==> config.mk <==
export PLATFORM = sky130hd
export DESIGN_NAME = cmos_frame_packer
export DESIGN_NICKNAME = d
export VERILOG_FILES = /design/src/rtl/cmos_frame_packer.sv
export SDC_FILE = /design/constraint.sdc
export NUM_CORES = 1
export LEC_CHECK = 0
export CORE_ASPECT_RATIO = 0.8
export CORE_UTILIZATION = 50
export DETAILED_ROUTE_END_ITERATION = 10
export GPL_TIMING_DRIVEN = 1
export MAX_ROUTING_LAYER = met4
export PLACE_DENSITY_LB_ADDON = 0.15
export SLEW_MARGIN = 20
export SYNTH_ARGS = -nofsm -noshare
export SYNTH_HDL_FRONTEND = slang
export SYNTH_SLANG_ARGS = --single-unit
==> constraint.sdc <==
create_clock -name clk -period 2.18 [get_ports clk]
set_clock_uncertainty 0.15 [all_clocks]
set_input_delay 0.218 -clock clk [delete_from_list [all_inputs] [get_ports clk]]
set_output_delay 0.218 -clock clk [all_outputs]
set_load 0.005 [all_outputs]
==> src/rtl/cmos_frame_packer.sv <==
// OV5640 DVP capture: waits for init, drops settling frames, then packs RGB565
// byte pairs two pixels per 32-bit word for the DDR write FIFO.
module cmos_frame_packer #(
    parameter int H_PIXELS   = 480,
    parameter int V_LINES    = 272,
    parameter int FRAME_SKIP = 10,
    parameter int CNT_W      = 8
) (
    input  logic             clk,
    input  logic             rst_n,
    input  logic             init_done,
    input  logic             camera_vsync,
    input  logic             camera_href,
    input  logic [7:0]       camera_data,
    output logic             ddr_wren,
    output logic [31:0]      ddr_data,
    output logic             data_valid_wr,
    output logic             frame_switch,
    output logic             frame_err,
    output logic [CNT_W-1:0] frame_cnt
);
    localparam int BW  = $clog2(2*H_PIXELS+1) + 1;
    localparam int LW  = $clog2(V_LINES+1) + 1;
    localparam int SKW = (FRAME_SKIP > 0) ? $clog2(FRAME_SKIP+1) : 1;
    localparam logic [BW-1:0]  LINE_BYTES = BW'(2*H_PIXELS);
    localparam logic [LW-1:0]  LINES      = LW'(V_LINES);
    localparam logic [SKW-1:0] SKIP_LAST  = SKW'(FRAME_SKIP-1);

    typedef enum logic [2:0] {IDLE, WAIT_VS, SKIP, WAIT_VS2, ACTIVE} state_t;
    state_t state;

    logic           vsync_s1, vsync_s2, href_s1, href_s2;
    logic [7:0]     data_s1;
    logic [1:0]     phase;
    logic [31:0]    word;
    logic           word_rdy;
    logic [BW-1:0]  byte_cnt;
    logic [LW-1:0]  line_cnt;
    logic [SKW-1:0] skip_cnt;

    logic vs_rise, vs_fall, href_rise, href_fall;
    logic [1:0] ph_cur;

    assign vs_rise   =  vsync_s1 & ~vsync_s2;
    assign vs_fall   = ~vsync_s1 &  vsync_s2;
    assign href_rise =  href_s1  & ~href_s2;
    assign href_fall = ~href_s1  &  href_s2;
    assign ph_cur    = href_rise ? 2'd0 : phase;

    always_ff @(posedge clk) begin
        if (!rst_n) begin
            state         <= IDLE;
            vsync_s1      <= 1'b0;
            vsync_s2      <= 1'b0;
            href_s1       <= 1'b0;
            href_s2       <= 1'b0;
            data_s1       <= '0;
            phase         <= '0;
            word          <= '0;
            word_rdy      <= 1'b0;
            byte_cnt      <= '0;
            line_cnt      <= '0;
            skip_cnt      <= '0;
            ddr_wren      <= 1'b0;
            ddr_data      <= '0;
            data_valid_wr <= 1'b0;
            frame_switch  <= 1'b0;
            frame_err     <= 1'b0;
            frame_cnt     <= '0;
        end else begin
            vsync_s1     <= camera_vsync;
            href_s1      <= camera_href;
            data_s1      <= camera_data;
            vsync_s2     <= vsync_s1;
            href_s2      <= href_s1;
            frame_switch <= 1'b0;
            word_rdy     <= 1'b0;
            // a word still in flight when init drops is discarded with the frame
            ddr_wren     <= word_rdy & init_done;
            if (word_rdy && init_done)
                ddr_data <= word;

            if (!init_done) begin
                state         <= IDLE;
                data_valid_wr <= 1'b0;
            end else begin
                case (state)
                    IDLE: begin
                        state    <= WAIT_VS;
                        skip_cnt <= '0;
                    end
                    WAIT_VS, WAIT_VS2: begin
                        if (vs_fall) begin
                            if (state == WAIT_VS && FRAME_SKIP > 0) begin
                                state <= SKIP;
                            end else begin
                                state         <= ACTIVE;
                                data_valid_wr <= 1'b1;
                                byte_cnt      <= '0;
                                line_cnt      <= '0;
                                frame_err     <= 1'b0;
                            end
                        end
                    end
                    SKIP: begin
                        if (vs_rise) begin
                            skip_cnt <= skip_cnt + 1'b1;
                            if (skip_cnt == SKIP_LAST)
                                state <= WAIT_VS2;
                        end
                    end
                    ACTIVE: begin
                        if (vs_rise) begin
                            // a byte arriving with the vsync edge is dropped and flagged
                            state         <= WAIT_VS2;
                            data_valid_wr <= 1'b0;
                            frame_switch  <= 1'b1;
                            frame_cnt     <= frame_cnt + 1'b1;
                            if (line_cnt != LINES || href_s1)
                                frame_err <= 1'b1;
                        end else begin
                            if (href_s1) begin
                                case (ph_cur)
                                    2'd0: word[31:24] <= data_s1;
                                    2'd1: word[23:16] <= data_s1;
                                    2'd2: word[15:8]  <= data_s1;
                                    default: begin
                                        word[7:0] <= data_s1;
                                        word_rdy  <= 1'b1;
                                    end
                                endcase
                                phase    <= ph_cur + 2'd1;
                                byte_cnt <= byte_cnt + 1'b1;
                                if (byte_cnt >= LINE_BYTES)
                                    frame_err <= 1'b1;
                            end
                            if (href_fall) begin
                                line_cnt <= line_cnt + 1'b1;
                                byte_cnt <= '0;
                                if (byte_cnt != LINE_BYTES)
                                    frame_err <= 1'b1;
                            end
                        end
                    end
                    default: state <= IDLE;
                endcase
            end
        end
    end
endmodule

== After elaboration in Yosys (flattened, before gate mapping) ==
Cells that the tools add are included.
Storage, ports and cells
  register bits after elaboration: 119
  word-level logic and storage cells: 117
  output and inout bits: 44
  bits of input ports: 13
Cells by class
  muxes and demuxes: 35
  magnitude comparators: 1
  add/subtract/negate cells: 5
  reductions and logical operators: 23
  equality and inequality tests: 18
  bitwise gates (word level): 14
Operators with widths (count)
  $mux W11: 5
  $mux W10: 4
  $reduce_and A5 Y1: 5
  $pmux W11 S2: 1
  $pmux W10 S2: 1
  $mux W3: 5
  $ne A2 B2 Y1 const B: 7
  $mux W1: 13
  $pmux W3 S4: 1
  $reduce_and A4 Y1: 3
  $reduce_and A6 Y1: 2
  $add A11 B1 Y11 const B: 1
  $ge A11 B10 Y1 const B: 1
  $ne A11 B10 Y1 const B: 1
  $add A10 B1 Y10 const B: 1
  $ne A10 B9 Y1 const B: 1
  $not A1 Y1: 9
  $reduce_and A3 Y1: 3
  $add A8 B1 Y8 const B: 1
  $pmux W4 S2: 1
  $eq A3 B2 Y1 const B: 2
  $ne A3 B3 Y1 const B: 2
  $and A1 B1 Y1: 5
  $reduce_or A5 Y1: 1
  other kinds (18): 20

== Longest topological paths before layout ==
  depth after elaboration: 7
  mapped depth: 9
  mapped depth without buffers: 7

== Worst setup path after synthesis ==
OpenSTA, ideal clock, no wires.
  path kind: register -> register
  from: reg href_s1
  to: reg word[10]
  setup slack: 0.138 ns
  path buffers: 2
  required time: 1.898 ns
  cell stages (with the launch flop): 10
  setup time: 0.132 ns
  clock period less this slack: 2.042 ns
  arrival: 1.760 ns
  cells stage by stage: dfxtp_1 -> clkbuf_1 -> nand2b_1 -> and2_1 -> inv_1 -> ha_1 -> clkbuf_1 -> nand4_1 -> nand2_1 -> a21oi_1
Between the ends
  cells in the longest elaborated chain, start to end: 4
RTL lines
  start, declared: RTL line 32  | logic vsync_s1, vsync_s2, href_s1, href_s2;
  start signal, assigned: RTL line 72  | href_s1 <= camera_href;
  $and A1 B1 Y1: RTL line 46  | assign href_rise = href_s1 & ~href_s2;
  $mux W2: RTL line 48  | assign ph_cur = href_rise ? 2'd0 : phase;
  $eq A2 B2 Y1: RTL line 123  | case (ph_cur)
  $reduce_and A5 Y1 (no source line) *
  end signal, assigned: RTL line 126  | 2'd2: word[15:8] <= data_s1;
  end, declared: RTL line 35  | logic [31:0] word;
Every way passes the cells marked *; elsewhere a longest branch is shown, timed or not.
A chain may end at the register's enable or synchronous reset.

== Worst setup path after layout ==
  from: reg state[1]
  to: reg byte_cnt[0]
Between the ends
  cells in the longest elaborated chain, start to end: 4
  elaborated cells between the ends (all ways): 11
  those cells by class: eq/ne: 7; mux: 1; reduce/logical: 3
RTL lines
  start, declared: RTL line 30  | state_t state;
  start signal, assigned: RTL line 52  | state <= IDLE;
  start signal, assigned: RTL line 84  | state <= IDLE;
  start signal, assigned: RTL line 89  | state <= WAIT_VS;
  $eq A3 B1 Y1 or $eq A3 B2 Y1 (tied branches): RTL line 87, 94
  $reduce_or A2 Y1: RTL line 87  | case (state)
  $ne A2 B2 Y1 (no source line) or $reduce_bool A2 Y1 (tied branches)
  $reduce_and A6 Y1 (no source line)
  end signal, assigned: RTL line 133  | byte_cnt <= byte_cnt + 1'b1;
  end, declared: RTL line 37  | logic [BW-1:0] byte_cnt;
Parallel ways exist; a longest one is shown, timed or not.

==> summary.txt <==
Run status
  • Status: finished, final reports clean

Detailed routing
  • Final wirelength: 12480 µm
  • Initial DRC Count: 399
  • Final ANT Viol Nets: 0
  • Initial DRT Pass Iterations: 5
  • Via count: 4584
  • DRC Markers: 0
  • Routed len/inst: 15.27 µm
  • Drt via density: 5.611

Placement
  • Post-detail-place hpwl: 8384 µm
  • Area of placed instances: 5917 µm²
  • GPL Wtd Cong: 0.8519
  • Placed cell count: 787
  • Port bufs: 56

STA
  • Slew margin rel.: 58.69%
  • Hold Fails Final Rpt: 0
  • Final setup vio count: 0
  • Max Slew Vio Count: 0
  • RSZ-0062 raised after global routing: false
  • Final Critical Period: 2.042 ns
  • Period utilization: 93.68%
  • Tightest Pin Transition: 0.6183 ns
  • Max Clock Freq: 489.7 MHz
  • Setup TNS: 0 ns

Synth
  • Post-synth EDFFs: 0
  • Synthesis-stage register bit count: 119
  • YS warnings: 0
  • Mapped Area: 5116 µm²
  • Synth Area per Inst: 8.415 µm²
  • Top cell type's share of synthesized area: 46.56%
  • Seq/Total Area, Yosys: 46.56%
  • Cell with the most instances after synthesis: dfxtp_1
  • Main area contributors after synthesis: dfxtp_1 (47%), a21oi_1 (8.4%), nand2_1 (8.4%), nand3_1 (4.1%), ha_1 (2.7%)
  • Syn Nets: 632
  • Main synth FF type: dfxtp_1
  • Post-synth cell types: 55
  • Post-synth top cells: dfxtp_1 (119), nand2_1 (114), a21oi_1 (86), nand3_1 (42), clkbuf_1 (32)
  • Mapped Cells: 608
  • Post-synth top area cell: dfxtp_1
  • Async set-reset flop share out of synthesis: 0%

Worst hold path
  • Min-Delay Startpoint: camera_data[7]
  • Hold Path Class: in2reg

GRT
  • Largest net degree at the start of global routing: 37
  • Vias in the first global route: 4278
  • Global-route usage over all layers: 26.27%
  • Remaining global-route overflow: 0
  • Initial antenna violation count: 0
  • Global-route wire length before repair: 21160 µm

Layout
  • ANT cells: 0
  • Final instance count without filler cells: 817
  • Post-route cell area: 6480 µm²
  • Fin nets: 694
  • Fraction of layout cells with a size suffix above 1: 10.43%
  • Synthesis-to-layout area growth: 26.66%

Power
  • Maximum VDD drop: 0.0004592 V
  • Logic gate share of total power: 3.0%
  • Sw frac: 20.95%
  • Leakage power: 2.223 nW
  • Cell Pwr Density: 775.2 nW/µm²
  • Clock Power Share: 53.0%
  • Reg power frac: 44.0%
  • Int Power: 3.971 mW
  • Design Power: 5.023 mW
  • Net Sw Power: 1.052 mW

Clocking
  • Hold Buf Count CTS: 0
  • CTS Buffer Depth: 2
  • Htree depth: 4
  • Worst-path clk slew: 0.05 ns
  • Root Buffer: clkbuf_16
  • CTS tree: built
  • Post-CTS setup buffer count: 0
  • Clock sink count: 119
  • Skew-Pair Late Insertion Delay: 0.41 ns
  • PostCTS Resize Cnt: 0
  • Total CTS buffers: 17

Setup path
  • Critical R2R Launch: state[1]
  • Crit. Startpoint: state[1]
  • Startpoint types: flip-flop
  • Crit path capture type: flip-flop
  • R2R setup slack: 0.14 ns
  • Req. time, crit path: 2.36 ns
  • CP arrival: 2.22 ns
  • Kind of critical path: reg2reg
  • CP Max Fanout: 11

Die
  • Die X: 115.1 µm
  • FP Rows: 32
  • Die Y: 92.48 µm
  • Die area: 10640 µm²
  • Core ar.: 9809 µm²
  • Starting density of the core: 52.16%
  • Ports: 57

Flow run
  • Max-Cap Viols: 0
[critical path, stage by stage, from the launching register on]
cell     delay [ns]
dfxtp_1        0.34
buf_4          0.18
or3b_2         0.56
nor2_1         0.37
o31ai_2        0.20
a21oi_1        0.16
[registers in the layout (all words and copies together), names as in the netlist]
signal and cells:
skip_cnt 4, ddr_data 32, state 3, vsync_s1 1, frame_cnt 8, frame_switch 1, data_valid_wr 1, line_cnt 10
word 32, data_s1 8, ddr_wren 1, byte_cnt 11, href_s1 1, frame_err 1, word_rdy 1, phase 2
href_s2 1, vsync_s2 1
[power by group through the flow]
stage / sequential [mW] / clock [mW] / combinational, mW
finish: 2.21 / 2.66 / 0.151
global route: 2.21 / 2.80 / 0.164
CTS: 2.21 / 2.69 / 0.150
detailed placement: 2.26 / 0 / 0.149
global placement: 2.26 / 0 / 0.147
floorplan: 2.25 / 0 / 0.0841
[path summary, 6_finish.rpt]
check                      end  depth (start not counted)
setup / recovery   byte_cnt[0]                          5
hold / removal      data_s1[7]                          2
setup reg to reg   byte_cnt[0]                          5
hold reg to reg   ddr_data[25]                          2
[through the flow]
| step | hold slack, ns | setup WS (ns) | utilization, % |
|---|---|---|---|
| 4_1_cts | 0.2302 | 0.1606 | 66.06 |
| 5_1_grt | 0.2327 | 0.02884 | 66.06 |
| 3_3_place_gp | 0.2944 | 0.1118 | 60.32 |
| 2_1_floorplan | 0.1953 | 0.1381 | - |
| 6_report | 0.2452 | 0.1378 | 66.06 |
| 3_5_place_dp | 0.2964 | 0.03948 | 60.32 |
[cells by family (layout without fill, tap and decap cells)]
group / count (synthesis) / count (layout) / share of synthesized area (%)
compound gates: 130 / 130 / 15.55
xor+xnor: 7 / 7 / 1.198
fa+ha+maj: 11 / 11 / 2.690
buf+inv: 60 / 133 / 5.087
flops: 119 / 119 / 46.56
mux: 9 / 9 / 1.761
simple gates: 272 / 272 / 27.15
[cells in the final DEF (no fill, tap or decap), types with 3 or more instances in the layout]
master,synthesis,layout
a21oi_1,86,86
and2_1,17,17
and3_1,9,9
buf_12,0,3
buf_4,3,28
clkbuf_16,0,17
clkdlybuf4s50_1,0,56
clkinv_2,0,4
clkinvlp_4,0,3
dfxtp_1,119,119
ha_1,11,11
inv_1,16,15
mux2i_1,9,9
nand2_1,114,114
nand2b_1,12,12
nand3_1,42,42
nand3b_1,3,3
nand4_1,13,13
nand4b_1,3,3
nor2_1,23,23
nor2b_1,4,4
nor3_1,7,7
nor3b_1,3,3
nor4_1,4,4
o2111ai_1,8,8
o21ai_0,3,3
o311ai_0,3,3
o31ai_1,8,8
or4_1,4,4
xnor2_1,6,6
[layout make-up]
class                      instances  area [µm²]
sequential                       119        2382
tap                              136       170.2
timing repair buffer              87       830.8
clock buffer                      21       460.4
clock inverter                     9       102.6
multi-input combinational        429        2474
inverter                          16       60.06
fill                             816        3329
[metal layers]
metal  global-route usage [%]  wire [µm]  vias to the layer above
met3                    6.610        820                        9
li1                         -          -                     2247
met1                    36.86       6111                     2168
met4                    7.251         83                        0
met5                        -          0                        -
met2                    37.30       5462                      160
No activity file was read; power rests on OpenSTA's default activity.
